### config.mk
export PLATFORM = sky130hd
export DESIGN_NAME = mem_stage_ctrl
export DESIGN_NICKNAME = d
export VERILOG_FILES = /design/src/rtl/mem_stage_ctrl.sv
export SDC_FILE = /design/constraint.sdc
export NUM_CORES = 1
export LEC_CHECK = 0
export CAP_MARGIN = 15
export CORE_MARGIN = 3
export CORE_UTILIZATION = 50
export CTS_CLUSTER_DIAMETER = 80
export CTS_CLUSTER_SIZE = 25
export DETAILED_ROUTE_END_ITERATION = 8
export MAX_ROUTING_LAYER = met4
export PLACE_DENSITY_LB_ADDON = 0.12
export SYNTH_ARGS = -nofsm -noshare
export SYNTH_HDL_FRONTEND = slang
export SYNTH_SLANG_ARGS = --single-unit
### constraint.sdc
create_clock -name clk -period 6.3 [get_ports clk]
set_input_delay 0.945 -clock clk [delete_from_list [all_inputs] [get_ports clk]]
set_output_delay 0.945 -clock clk [all_outputs]
set_load 0.02 [all_outputs]
### src/rtl/mem_stage_ctrl.sv
// Pipeline memory stage: loads/stores, 32-bit PC and flags stack push/pop over a req/ack memory port.
// Optional MEM_TIMEOUT_EN: per-word ack timeout aborts the access and sets a sticky mem_err.
module mem_stage_ctrl #(
    parameter int ADDR_W  = 32,
    parameter int DATA_W  = 16,
    parameter int TIMEOUT = 15
) (
    input  logic              clk,
    input  logic              rst,
    input  logic              in_valid,
    input  logic              MR,
    input  logic              MW,
    input  logic              WB,
    input  logic [2:0]        WB_Address,
    input  logic              JWSP,
    input  logic              Stack_PC,
    input  logic              Stack_Flags,
    input  logic [2:0]        Final_Flags,
    input  logic [31:0]       Data,
    input  logic [ADDR_W-1:0] Address,
    output logic              mem_req,
    output logic              mem_we,
    output logic [ADDR_W-1:0] mem_addr,
    output logic [DATA_W-1:0] mem_wdata,
    input  logic [DATA_W-1:0] mem_rdata,
    input  logic              mem_ack,
    output logic              stall,
    output logic              wb_valid,
    output logic              wb_en,
    output logic [2:0]        wb_addr,
    output logic [DATA_W-1:0] wb_data,
    output logic              pc_restore,
    output logic [31:0]       pc_out,
    output logic              flags_restore,
    output logic [2:0]        flags_out,
    output logic              mem_err
);

    typedef enum logic [1:0] {IDLE, ACC_LO, ACC_HI} state_t;

    if (TIMEOUT < 1) begin : g_bad_timeout
        $error("mem_stage_ctrl: TIMEOUT must be at least 1");
    end

    state_t state, state_nxt;

    logic              l_mr, l_mw, l_wb, l_jwsp, l_spc, l_sfl;
    logic [2:0]        l_wba, l_flags;
    logic [31:0]       l_data;
    logic [ADDR_W-1:0] l_addr;
    logic [DATA_W-1:0] lo_word;

    logic is_rd, done, to_hit;

    // MR and MW together behave as a plain write
    assign is_rd = l_mr & ~l_mw;
    assign done  = mem_ack & (((state == ACC_LO) & ~l_spc) | (state == ACC_HI));
    assign stall = (state != IDLE);

`ifdef MEM_TIMEOUT_EN
    localparam int CNT_W = $clog2(TIMEOUT + 1);
    logic [CNT_W-1:0] to_cnt;

    assign to_hit = (state != IDLE) & ~mem_ack & (to_cnt == CNT_W'(TIMEOUT - 1));

    always_ff @(posedge clk or posedge rst) begin
        if (rst) begin
            to_cnt  <= '0;
            mem_err <= 1'b0;
        end else if (state == IDLE || mem_ack) begin
            to_cnt <= '0;
        end else if (to_hit) begin
            to_cnt  <= '0;
            mem_err <= 1'b1;
        end else begin
            to_cnt <= to_cnt + 1'b1;
        end
    end
`else
    assign to_hit  = 1'b0;
    assign mem_err = 1'b0;
`endif

    always_ff @(posedge clk or posedge rst) begin
        if (rst) begin
            state <= IDLE;
        end else begin
            state <= state_nxt;
        end
    end

    always_comb begin
        state_nxt = state;
        mem_req   = 1'b0;
        mem_we    = 1'b0;
        mem_addr  = '0;
        mem_wdata = '0;
        case (state)
            IDLE: begin
                if (in_valid && (MR || MW)) state_nxt = ACC_LO;
            end
            ACC_LO: begin
                mem_req  = 1'b1;
                mem_we   = l_mw;
                mem_addr = l_addr;
                if (l_sfl && !l_spc) mem_wdata = DATA_W'(l_flags);
                else                 mem_wdata = DATA_W'(l_data[15:0]);
                if (to_hit)       state_nxt = IDLE;
                else if (mem_ack) state_nxt = l_spc ? ACC_HI : IDLE;
            end
            ACC_HI: begin
                mem_req   = 1'b1;
                mem_we    = l_mw;
                mem_addr  = l_addr + ADDR_W'(1);
                mem_wdata = DATA_W'(l_data[31:16]);
                if (to_hit || mem_ack) state_nxt = IDLE;
            end
            default: state_nxt = IDLE;
        endcase
    end

    always_ff @(posedge clk or posedge rst) begin
        if (rst) begin
            l_mr          <= 1'b0;
            l_mw          <= 1'b0;
            l_wb          <= 1'b0;
            l_jwsp        <= 1'b0;
            l_spc         <= 1'b0;
            l_sfl         <= 1'b0;
            l_wba         <= '0;
            l_flags       <= '0;
            l_data        <= '0;
            l_addr        <= '0;
            lo_word       <= '0;
            wb_valid      <= 1'b0;
            wb_en         <= 1'b0;
            wb_addr       <= '0;
            wb_data       <= '0;
            pc_restore    <= 1'b0;
            pc_out        <= '0;
            flags_restore <= 1'b0;
            flags_out     <= '0;
        end else begin
            wb_valid      <= 1'b0;
            pc_restore    <= 1'b0;
            flags_restore <= 1'b0;
            case (state)
                IDLE: begin
                    if (in_valid) begin
                        if (MR || MW) begin
                            l_mr    <= MR;
                            l_mw    <= MW;
                            l_wb    <= WB;
                            l_jwsp  <= JWSP;
                            l_spc   <= Stack_PC;
                            l_sfl   <= Stack_Flags;
                            l_wba   <= WB_Address;
                            l_flags <= Final_Flags;
                            l_data  <= Data;
                            l_addr  <= Address;
                        end else begin
                            wb_valid <= 1'b1;
                            wb_en    <= WB;
                            wb_addr  <= WB_Address;
                            wb_data  <= DATA_W'(Data[15:0]);
                        end
                    end
                end
                ACC_LO, ACC_HI: begin
                    if (to_hit) begin
                        wb_valid <= 1'b1;
                        wb_en    <= 1'b0;
                        wb_addr  <= l_wba;
                    end else if (mem_ack) begin
                        if (is_rd && l_spc) begin
                            if (state == ACC_LO) pc_out[15:0]  <= mem_rdata[15:0];
                            else                 pc_out[31:16] <= mem_rdata[15:0];
                        end
                        if (state == ACC_LO) lo_word <= mem_rdata;
                        if (done) begin
                            wb_valid <= 1'b1;
                            wb_en    <= l_wb;
                            wb_addr  <= l_wba;
                            // a PC pop returns its low word, captured one word earlier
                            if (is_rd) wb_data <= (state == ACC_HI) ? lo_word : mem_rdata;
                            else       wb_data <= DATA_W'(l_data[15:0]);
                            pc_restore <= is_rd & l_spc & l_jwsp;
                            if (is_rd && l_sfl) begin
                                flags_restore <= 1'b1;
                                flags_out     <= mem_rdata[2:0];
                            end
                        end
                    end
                end
                default: ;
            endcase
        end
    end

endmodule

==> metrics <==
hold path startpoint=l_mr; RSZ-0062 raised after global routing=no; R2R Setup Slk=3000 ps; Chip Height=~130 µm; required time worst endpoint=between 5000 and 6000 ps; end point of the most critical hold path=l_mr; result of the run=finished, final reports clean; initial antenna violation count=1; CTS tree=done; floorplan core area=15940 µm²; DIE WIDTH=around 130 µm; worst r2r dst=wb_data[15]; accumulated negative setup slack=0 ps; family of cells with the greatest summed delay on the critical path=simple AND/OR/NAND/NOR gates; number of vias after detailed routing=6173; Layout Cells excl Fill=approximately 1100; placed cell count=1043; proportion of synthesized chip area in sequential cells=46.65%; clock buffers created by TritonCTS=17; Most used DFF post-synth=sky130_fd_sc_hd__dfrtp_1; # Max-Cap Violations=0; Routed wire per std cell=20.62 µm; insertion delay to the later sink of the worst-skew pair=430 ps; layout cells sized above 1=between 20 and 30%; final number of setup-violating endpoints=0; deepest level of the CTS H-tree=4; antenna violation net count after detailed routing=0; cell with the largest stage delay on the worst path=sky130_fd_sc_hd__ha_2; via/cell ratio=5.732; data arrival time of the worst path=between 3000 and 4000 ps; utilization after layout=68.07%; number of buffers and inverters on the critical path=2; critical-path maximum fanout=28; startpoint class of the critical path=flop; synthesized-area fraction occupied by ao, oa, aoi and oai cells=between 8 and 9%; most common cell after layout, fill and taps aside=sky130_fd_sc_hd__clkdlybuf4s50_1; path class of the lowest-slack min-delay path=flop to flop; nets in the synthesized netlist=765; most used cells in the layout excluding fill and tap cells=sky130_fd_sc_hd__clkdlybuf4s50_1 (204), sky130_fd_sc_hd__mux2_2 (174), sky130_fd_sc_hd__dfrtp_1 (152); largest stage delay on the critical path=just under 700 ps; Total Die Area=~18000 µm²; CTS Buffer Depth=2; ys async rst share=between 90% and 100%; Post-synth EDFFs=0; first-pass GRT wire length=~36 mm; Hold Vio Cnt, Final=0; Post-Syn Area per Cell=approximately 12 µm²; clock transition at the registers of the reported paths=70 ps; post-route clock skew=roughly 13 ps; actual slew at the worst max-slew pin=roughly 1100 ps; Mapped Cells=approximately 660; count of routing violations after the opening detailed-route iteration=between 400 and 500; GP Congestion=0.9105; pin count of the biggest net entering global routing=90; Worst Reg2Reg Path Length in Cells=7; slew margin rel.=between 20% and 30%; Most common cell on crit path=sky130_fd_sc_hd__nand3_1; post-cts repair resize count=0; Site Rows=46; number of warnings issued by yosys=0; total gr overflow=0; final routed DRC violation total=0; number of buffers added for setup after CTS=0; starting utilization of the core area=between 50% and 60%; worst flop-to-flop path startpoint=state[0]; Synth Area in XOR/XNOR=0%; dominant combinational cell family by area after synthesis=multiplexers; global routing usage summed across all routing layers=between 20% and 30%; fraction of the mapped netlist area in simple logic gates=a little over a tenth; count of TritonRoute iterations in the first routing pass=5; leakage power figure=between 4 and 5 nW; cell depth of the worst hold path=1; share of synthesized area spent on multiplexers=between 20% and 30%; critical setup path kind=flop to output port; maximum achievable frequency=between 200 and 250 MHz; Layout Area Growth over Synthesis=33.08%; count of port buffers added during placement=204; library cell used as clock root buffer=sky130_fd_sc_hd__clkbuf_16; power density over the cells=around 520 nW/µm²; fraction of the cycle the final worst path needs=approximately 71%; Clock Sinks=~150; vias in the first global route=around 6600; flop and latch count out of synthesis=about 150; netlist area before placement=slightly above 8000 µm²; cts hold-fix bufs=0; worst vdd ir=0.2991 mV; # nets final=approximately 950; HPWL reported at the end of detailed placement=15.11 mm; Final Routed Wirelength=22.20 mm; number of slew-limit violations in the final report=0; stages on the worst setup path=7; final critical path time including I/O delays and setup=4498 ps; kind of end point of the critical path=output port; Distinct cells, synth=63; post-synthesis share of cell area spent on full adders, half adders and majority gates=0.9207%; num ports=206; critical path, cell by cell=inv_1, ha_2, and2_1, nand3_1, or4_1, nand3_1, clkdlybuf4s50_1
## per-layer routing
metal | GRT usage, % | vias up | wire [µm]
li1 | - | 2824 | -
met1 | 31.44 | 3078 | 9114
met2 | 42.81 | 239 | 11070
met3 | 7.779 | 32 | 1600
met4 | 8.000 | 0 | 420
met5 | - | - | 0
## cells by family (layout without fill, tap and decap cells)
logic type,Yosys count,count (layout)
other cells,1,2
buf+inv,59,256
flops,152,152
fa+ha+maj,6,6
simple gates,148,148
mux,203,203
compound gates,94,94
## synthesized netlist by cell type, drive strengths merged (2+ instances only)
library cell | instances | share of area (%)
o21ai | 14 | 0.86
nand2b | 3 | 0.23
o311a | 5 | 0.61
nor3b | 3 | 0.28
or4 | 2 | 0.18
clkbuf | 16 | 0.74
nand4b | 2 | 0.21
o311ai | 4 | 0.43
a31o | 2 | 0.21
a41o | 3 | 0.38
buf | 31 | 2.8
nand4 | 14 | 1.4
or4b | 2 | 0.25
nand2 | 30 | 1.4
nor3 | 5 | 0.37
and4 | 7 | 0.78
a21oi | 11 | 0.68
a22oi | 17 | 1.6
o41ai | 5 | 0.54
o21a | 3 | 0.28
a21boi | 4 | 0.37
nand3 | 20 | 1.3
or2 | 2 | 0.15
o211ai | 6 | 0.55
a31oi | 10 | 0.77
inv | 11 | 0.51
and3 | 8 | 0.61
dfrtp | 152 | 47
o41a | 2 | 0.28
nor2b | 22 | 1.7
nor2 | 14 | 0.71
ha | 6 | 0.92
mux2 | 202 | 29
and2 | 10 | 0.77
o22ai | 2 | 0.15
## sequential cells by signal, summed over array words and instances, names as in the netlist, 2 cells and up
signal     count
pc_out        32
state          2
l_addr        32
l_wba          3
l_flags        3
wb_addr        3
lo_word       16
flags_out      3
wb_data       16
l_data        32
## cell type report
class / count / area, µm²
antenna: 1 / 2.502
sequential: 152 / 3804
inverter: 12 / 50.05
clock buffer: 17 / 425.4
fill: 1173 / 5091
tap: 216 / 270.3
multi-input combinational: 452 / 4035
timing repair buffer: 212 / 2102
clock inverter: 15 / 162.7
## where the power goes
group / leakage [nW] / internal [mW] / switching [mW]
clock network: 0.282 / 0.530 / 0.474
logic: 2.31 / 1.48 / 1.34
registers: 1.86 / 1.42 / 0.386
## how the worst max path moves through the flow
stage | start | to
3_5_place_dp | state[1] | mem_addr[17]
2_1_floorplan | rst | flags_out[0]
5_1_grt | state[1] | mem_addr[17]
6_report | state[1] | mem_addr[17]
4_1_cts | state[1] | mem_addr[17]
3_3_place_gp | state[1] | mem_addr[17]
## metrics by stage
step | worst slack, ps | power (mW) | hold WS [ps] | cell area (µm²)
after floorplan | 1262 | 3.635 | 471.1 | 8154
after global placement | 2374 | 4.534 | 472.8 | 10250
after detailed placement | 2276 | 4.614 | 474.0 | 10250
after CTS | 1810 | 5.656 | 501.6 | 10840
after global routing | 1613 | 5.948 | 513.7 | 10850
final | 1802 | 5.627 | 502.7 | 10850
Power figures use the tool's default switching activity.
